--- src/rtl/dmem_copy_engine.sv ---
// Data-memory block copy / fill initiator. Owns the single memory port while Busy is high;
// word k of a copy is read in one cycle and written in the next.
module dmem_copy_engine #(
  parameter int unsigned WIDTH  = 32,
  parameter int unsigned ADDR_W = 32,
  parameter int unsigned LEN_W  = 8
) (
  input  logic              CLK,
  input  logic              RST,
  input  logic              Start,
  input  logic              Abort,
  input  logic              Fill,
  input  logic [ADDR_W-1:0] Src_Addr,
  input  logic [ADDR_W-1:0] Dst_Addr,
  input  logic [LEN_W-1:0]  Length,
  input  logic [WIDTH-1:0]  Fill_Value,
  output logic [ADDR_W-1:0] Mem_Address,
  output logic [WIDTH-1:0]  Mem_WD,
  output logic              Mem_WE,
  input  logic [WIDTH-1:0]  Mem_RD,
  output logic              Busy,
  output logic              Done,
  output logic [LEN_W-1:0]  Words_Done
);

  typedef enum logic [1:0] {IDLE, READ, WRITE, DONE} state_t;

  state_t            state;
  logic [ADDR_W-1:0] src;
  logic [ADDR_W-1:0] dst;
  logic [LEN_W-1:0]  len;
  logic [WIDTH-1:0]  data;
  logic [WIDTH-1:0]  fill_val;
  logic              fill_q;
  logic              last_word;

  assign last_word = (Words_Done + LEN_W'(1)) == len;

  always_ff @(posedge CLK or posedge RST) begin
    if (RST) begin
      state      <= IDLE;
      src        <= '0;
      dst        <= '0;
      len        <= '0;
      data       <= '0;
      fill_val   <= '0;
      fill_q     <= 1'b0;
      Words_Done <= '0;
    end else begin
      case (state)
        IDLE: begin
          if (Start) begin
            src        <= Src_Addr;
            dst        <= Dst_Addr;
            len        <= Length;
            fill_q     <= Fill;
            fill_val   <= Fill_Value;
            Words_Done <= '0;
            if (Length == '0) state <= DONE;
            else              state <= Fill ? WRITE : READ;
          end
        end
        READ: begin
          if (Abort) begin
            state <= IDLE;
          end else begin
            data  <= Mem_RD;
            src   <= src + ADDR_W'(1);
            state <= WRITE;
          end
        end
        WRITE: begin
          // The write has already been presented this cycle, so it counts even on abort.
          dst        <= dst + ADDR_W'(1);
          Words_Done <= Words_Done + LEN_W'(1);
          if (Abort)          state <= IDLE;
          else if (last_word) state <= DONE;
          else                state <= fill_q ? WRITE : READ;
        end
        DONE:    state <= IDLE;
        default: state <= IDLE;
      endcase
    end
  end

  // Port decode is a pure function of registered state, so reset releases the port at once.
  always_comb begin
    Mem_Address = '0;
    Mem_WD      = '0;
    Mem_WE      = 1'b0;
    Busy        = 1'b0;
    Done        = 1'b0;
    case (state)
      READ: begin
        Mem_Address = src;
        Busy        = 1'b1;
      end
      WRITE: begin
        Mem_Address = dst;
        Mem_WD      = fill_q ? fill_val : data;
        Mem_WE      = 1'b1;
        Busy        = 1'b1;
      end
      DONE:    Done = 1'b1;
      default: ;
    endcase
  end

endmodule

--- config.mk ---
export PLATFORM = sky130hd
export DESIGN_NAME = dmem_copy_engine
export DESIGN_NICKNAME = d
export VERILOG_FILES = /design/src/rtl/dmem_copy_engine.sv
export SDC_FILE = /design/constraint.sdc
export NUM_CORES = 1
export LEC_CHECK = 0
export ABC_AREA = 1
export CORE_ASPECT_RATIO = 0.7
export CORE_MARGIN = 2
export CORE_UTILIZATION = 35
export DETAILED_ROUTE_END_ITERATION = 6
export PLACE_DENSITY_LB_ADDON = 0.08
export REMOVE_ABC_BUFFERS = 1
export SLEW_MARGIN = 40
export SYNTH_ARGS = -nofsm -noshare
export SYNTH_HDL_FRONTEND = slang
export SYNTH_SLANG_ARGS = --single-unit
--- constraint.sdc ---
create_clock -name CLK -period 8.7 [get_ports CLK]
set_clock_uncertainty 0.1 [all_clocks]
set_input_delay 1.305 -clock CLK [delete_from_list [all_inputs] [get_ports CLK]]
set_output_delay 1.305 -clock CLK [all_outputs]
set_load 0.01 [all_outputs]
==> out/qor.yml, run 1 <==
tightest_slew_ps: 730
rows: 48
cp_cell_sequence: "inv_1, ha_2, buf_6, nand2_1, a21oi_1, clkdlybuf4s50_1"
synth_area_leader_cell: "dfrtp_1"
coreArea_um2: 24800
ant_nets: 0
r2r-end: "src[20]"
grt_overflow: 0
tritoncts: "built"
final_common_cell: "nand2_1"
rr_worst_depth: 11
drt-initial-drc-count: 533
peakVddDrop_v: 0.000165
critPathSlowestCell: "clkdlybuf4s50_1"
worstSetupStartpointType: "register"
reg2reg_from: "state[1]"
fin_crit_sh_pct: 48.5
min_period_ps: 4220
drc: 0
yosysSeqAreaShare_pct: 41.3
worst_path_largest_cell_delay_ps: 590
start_util_pct: 35.9
routedWlPerCell_um: 16.5
cts-hold-fix-buffers: 0
cts_htree_levels: 4
status: "completed"
crit_cells: 6
clk_path_buf_depth: 2
max_freq_mhz: 237
clkTransAtPathRegs_ps: 60
cts_sinks: 147
arrival_ps: 2820
end_kind: "output port"
synthFlopType: "dfrtp_1"
die_area_um2: 26800
numCtsBuffers: 17
cp.required_ps: 7300
antenna_found_initial: 0
final_cell_mix: "nand2_1, clkdlybuf4s50_1, dfrtp_1"
max_cap_violations: 0
cts_resized: 0
gp_congestion: 0.849
via_count: 8832
cpLargestDelayFamily: "buffers and inverters"
synthTopCellsByArea: "dfrtp_1, nand2_1, nor2_1"
crit_fanout: 84
timing.critical_path.buf_inv: 3
syn-cell-area_um2: 8910
grt_max_degree: 85
grt_pass1_vias: 8409
synth_top_area_share_pct: 41.3
die_h_um: 138
synthArstFlopShare_pct: 100
hp-start: "fill_val[22]"
pre_cts_slack_ps: 4710
area_delta_synth_final_pct: 34.2
syn_avg_cell_area_um2: 7.16
yosys_warnings: 0
grt_usage_pct: 22.1
critical_path_class: "reg -> out"
setup-tns-final_ps: 0
power_density_nw_per_um2: 332
grt_pass1_wl_mm: 46.2
r2r_slack_ps: 5010
hold_class: "reg -> reg"
viasPerCell: 4.99
p_leak_nw: 5.32
rsz0062_at_grt: "false"
clock_latency_ps: 430
root_buffer: "clkbuf_16"
wl_mm: 29.2
syn_inst: 1244
drive_gt1_share_pct: 7.69
synthDistinctLibCells: 52
synth_edf_count: 0
chipWidth_um: 195
timing.critical_path.from: "state[0]"
cts_setup_buffers: 0
drv_slew: 0
setup_viol: 0
total_power_w: 0.00397
final.setup.worst_slack_ps: 4480
slew-limit-headroom_pct: 51.3
numPortBuffers: 215
hold_violations: 0
layout.nets: 1579
crit_path_end: "Mem_Address[27]"
drt_first_pass_iters: 7
io_pins: 216
ys_ff_latch: 147
hpwl_mm: 20.1
worst min path at each step:
stage / end / slack [ps] / depth (start not counted)
floorplan: fill_val[0] / 350 / 2
global placement: fill_val[12] / 370 / 2
detailed placement: fill_val[18] / 370 / 2
CTS: fill_val[22] / 380 / 2
global route: fill_val[8] / 400 / 2
finish: fill_val[22] / 380 / 2
metal layers:
metal	wire length, um	share of wire [%]	vias up	GRT usage (%)
met5	0	0	-	0
met4	268	0.92	0	4.83
met3	1630	5.6	19	4.80
li1	-	-	4444	-
met2	12900	44	222	34.1
met1	14400	49	4147	31.8
stage by stage:
step | utilization [%] | instances | hold WS [ps] | instance area (um2)
after global placement | 45.5 | 1737 | 365 | 11300
after detailed placement | 45.6 | 1737 | 366 | 11300
after global routing | 48.2 | 1769 | 401 | 12000
after floorplan | - | 1186 | 350 | 8650
after CTS | 48.2 | 1769 | 385 | 12000
final | 48.2 | 1770 | 379 | 12000
Yosys cell counts, drive strengths merged (2+ instances only):
library cell  instances
or2                   3
and2                  2
xor2                  8
xnor2                 3
o21ai                92
o22ai                 7
nand3                61
nand2               426
clkbuf               36
a311oi                2
buf                  22
o21bai                3
a31oi                25
mux2                 32
nand4                13
a21oi                53
nor4                  3
o211ai               13
clkinv                3
inv                  95
ha                    7
a22o                  2
a21boi                2
nand3b                5
nor2                142
nor3                 27
dfrtp               147
cells by family (layout without fill, tap and decap cells):
| group | after synthesis | after routing | share of synthesized area [%] |
|---|---|---|---|
| XOR/XNOR | 11 | 11 | 1.08 |
| adder cells (fa/ha/maj) | 7 | 7 | 0.983 |
| AND/OR/NAND/NOR | 683 | 683 | 32.2 |
| other | 0 | 1 | 0 |
| buffers and inverters | 156 | 356 | 7.15 |
| multiplexers | 32 | 32 | 4.04 |
| AO/OA/AOI/OAI | 208 | 208 | 13.2 |
| flip-flops | 147 | 147 | 41.3 |
registers in the layout, summed over array words and instances (netlist names):
register	cells
state	2
src	32
fill_val	32
len	8
dst	32
data	32
fill_q	1
Words_Done	8
power breakdown:
| group | total (W) | leakage [nW] | internal, W | switching [W] |
|---|---|---|---|---|
| Sequential | 0.00130 | 1.77 | 0.00101 | 0.000291 |
| Clock | 0.000828 | 0.314 | 0.000512 | 0.000316 |
| Combinational | 0.00184 | 3.23 | 0.000725 | 0.00112 |
| Total | 0.00397 | 5.32 | 0.00225 | 0.00172 |
layout make-up:
type | count | area (um2)
timing repair buffer | 226 | 2240
inverter | 98 | 379
multi-input combinational | 941 | 4600
sequential | 147 | 3680
antenna | 1 | 2.50
tap | 325 | 407
fill | 2501 | 12800
clock buffer | 17 | 425
clock inverter | 15 | 228
worst register-to-register path: cells and delay by family, from the launching register on:
family	cells	cell delay [ps]
adder cells (fa/ha/maj)	1	170
flip-flops	1	390
buffers and inverters	5	1870
AND/OR/NAND/NOR	2	430
AO/OA/AOI/OAI	3	580
Note: power is estimated with default switching activity, not from simulation.
==> inputs of run 2 (changes only) <==
==> constraint.sdc (replaced) <==
create_clock -name CLK -period 4 [get_ports CLK]
set_clock_uncertainty 0.1 [all_clocks]
set_input_delay 0.6 -clock CLK [delete_from_list [all_inputs] [get_ports CLK]]
set_output_delay 0.6 -clock CLK [all_outputs]
set_load 0.01 [all_outputs]
==> run 2 against run 1 <==
Net effect:
- global-route usage is 0.20 points lower
- largest cell class unchanged
- critical path type unchanged
- worst hold slack worse by 0.93 ps
- clock power is 84% higher
==> out/qor.yml, run 2 (synthesized netlist as in run 1, its figures left out) <==
status: "completed"
die_h_um: 138
nFillCells: 2474
io_pins: 216
place_area_um2: 11300
drt_first_pass_iters: 5
fin_crit_sh_pct: 85.0
setup-tns-final_ps: 0
crit_fanout: 60
setup_viol: 0
numPortBuffers: 215
viasPerCell: 5.02
drt-initial-drc-count: 497
die_area_um2: 26800
rsz0062_at_grt: "false"
reg2reg_from: "state[1]"
r2r_slack_ps: 1070
arrival_ps: 2700
coreArea_um2: 24800
cts_resized: 0
tritoncts: "built"
cts_setup_buffers: 0
chipWidth_um: 195
root_buffer: "clkbuf_16"
pwr-share-clk_pct: 18.2
grt_pass1_vias: 8144
total_power_w: 0.00837
slew-limit-headroom_pct: 53.0
area_delta_synth_final_pct: 33.5
wl_mm: 28.9
swShare_pct: 44.5
crit_path_end: "Mem_Address[28]"
numCtsBuffers: 17
grt_pass1_wl_mm: 45.6
placedCellCount: 1742
grt_max_degree: 62
final_cell_mix: "nand2_1, clkdlybuf4s50_1, dfrtp_1"
hpwl_mm: 20.2
clk_path_buf_depth: 2
internal_power_w: 0.00464
hold_violations: 0
r2r-end: "src[18]"
grt_usage_pct: 21.9
max_cap_violations: 0
seqPwrFrac_pct: 33.8
via_count: 8902
hold_class: "reg -> reg"
switching_power_w: 0.00373
cp.required_ps: 3300
cts_htree_levels: 4
hp-start: "fill_val[11]"
power_density_nw_per_um2: 703
p_leak_nw: 5.28
drv_slew: 0
timing.critical_path.from: "state[1]"
clkTransAtPathRegs_ps: 70
design_area_um2: 11900
routedWlPerCell_um: 16.3
grt_overflow: 0
gp_congestion: 0.827
p_comb_share_pct: 48.0
fin_cells: 1775
start_util_pct: 35.9
end_kind: "output port"
final_common_cell: "nand2_1"
clock_latency_ps: 430
drive_gt1_share_pct: 7.94
rr_worst_depth: 8
rows: 48
tightest_slew_ps: 703
drc: 0
antenna_found_initial: 0
layout.nets: 1584
critical_path_class: "reg -> out"
worstSetupStartpointType: "register"
peakVddDrop_v: 0.000372
cts-hold-fix-buffers: 0
min_period_ps: 3400
ant_nets: 0
cts_sinks: 147
max_freq_mhz: 294
## run 2: changes by cell type in the layout (fill, tap and decap cells not counted), sizes merged
| cell | change |
|---|---|
| buf | +5 |
| clkinvlp | +3 |
| clkbuf | +4 |
| clkinv | -1 |
| bufinv | -5 |
| inv | -1 |
## run 2: layout make-up
cell class              count  area, um2  area share, %
well taps                 325        407           3.42
repair buffers            231       2280           19.2
flip-flops and latches    147       3680           30.9
clock inverters            11       78.8          0.662
multi-input cells         941       4600           38.7
inverters                  98        377           3.16
clock buffers              21        470           3.95
diodes                      1       2.50         0.0210
## run 2: how the worst min path moves through the flow
stage	end	cells past startpoint
after global routing	fill_val[31]	2
after floorplan	fill_val[0]	2
final	fill_val[11]	2
after detailed placement	fill_val[5]	2
after global placement	fill_val[8]	2
after CTS	fill_val[16]	2
## run 2: power by group through the flow
stage	clock [W]	combinational [W]	sequential, W
final	0.00152	0.00401	0.00283
after global routing	0.00162	0.00452	0.00294
after CTS	0.00156	0.00406	0.00281
after detailed placement	0	0.00404	0.00283
after global placement	0	0.00402	0.00283
after floorplan	0	0.00253	0.00268
## run 2: per-layer routing
| metal | part of all wire (%) | GRT usage [%] | vias up |
|---|---|---|---|
| met5 | 0 | 0 | - |
| met4 | 1.6 | 6.07 | 0 |
| met3 | 6.6 | 5.31 | 36 |
| met2 | 42 | 31.6 | 271 |
| met1 | 50 | 32.5 | 4148 |
| li1 | - | - | 4447 |
## run 2: per-stage QoR
stage | setup slack [ps] | utilization [%] | hold WS [ps]
after floorplan | -651 | - | 350
after global placement | 1080 | 45.7 | 364
after detailed placement | 1070 | 45.7 | 365
after CTS | 598 | 48.0 | 384
after global routing | 414 | 48.0 | 399
final | 600 | 48.0 | 378
## run 2: critical path: stages, from the launching register on
cell	delay, ps
dfrtp_1	400
inv_1	100
ha_2	210
buf_4	530
nand2_1	220
a21oi_1	220
clkdlybuf4s50_1	560
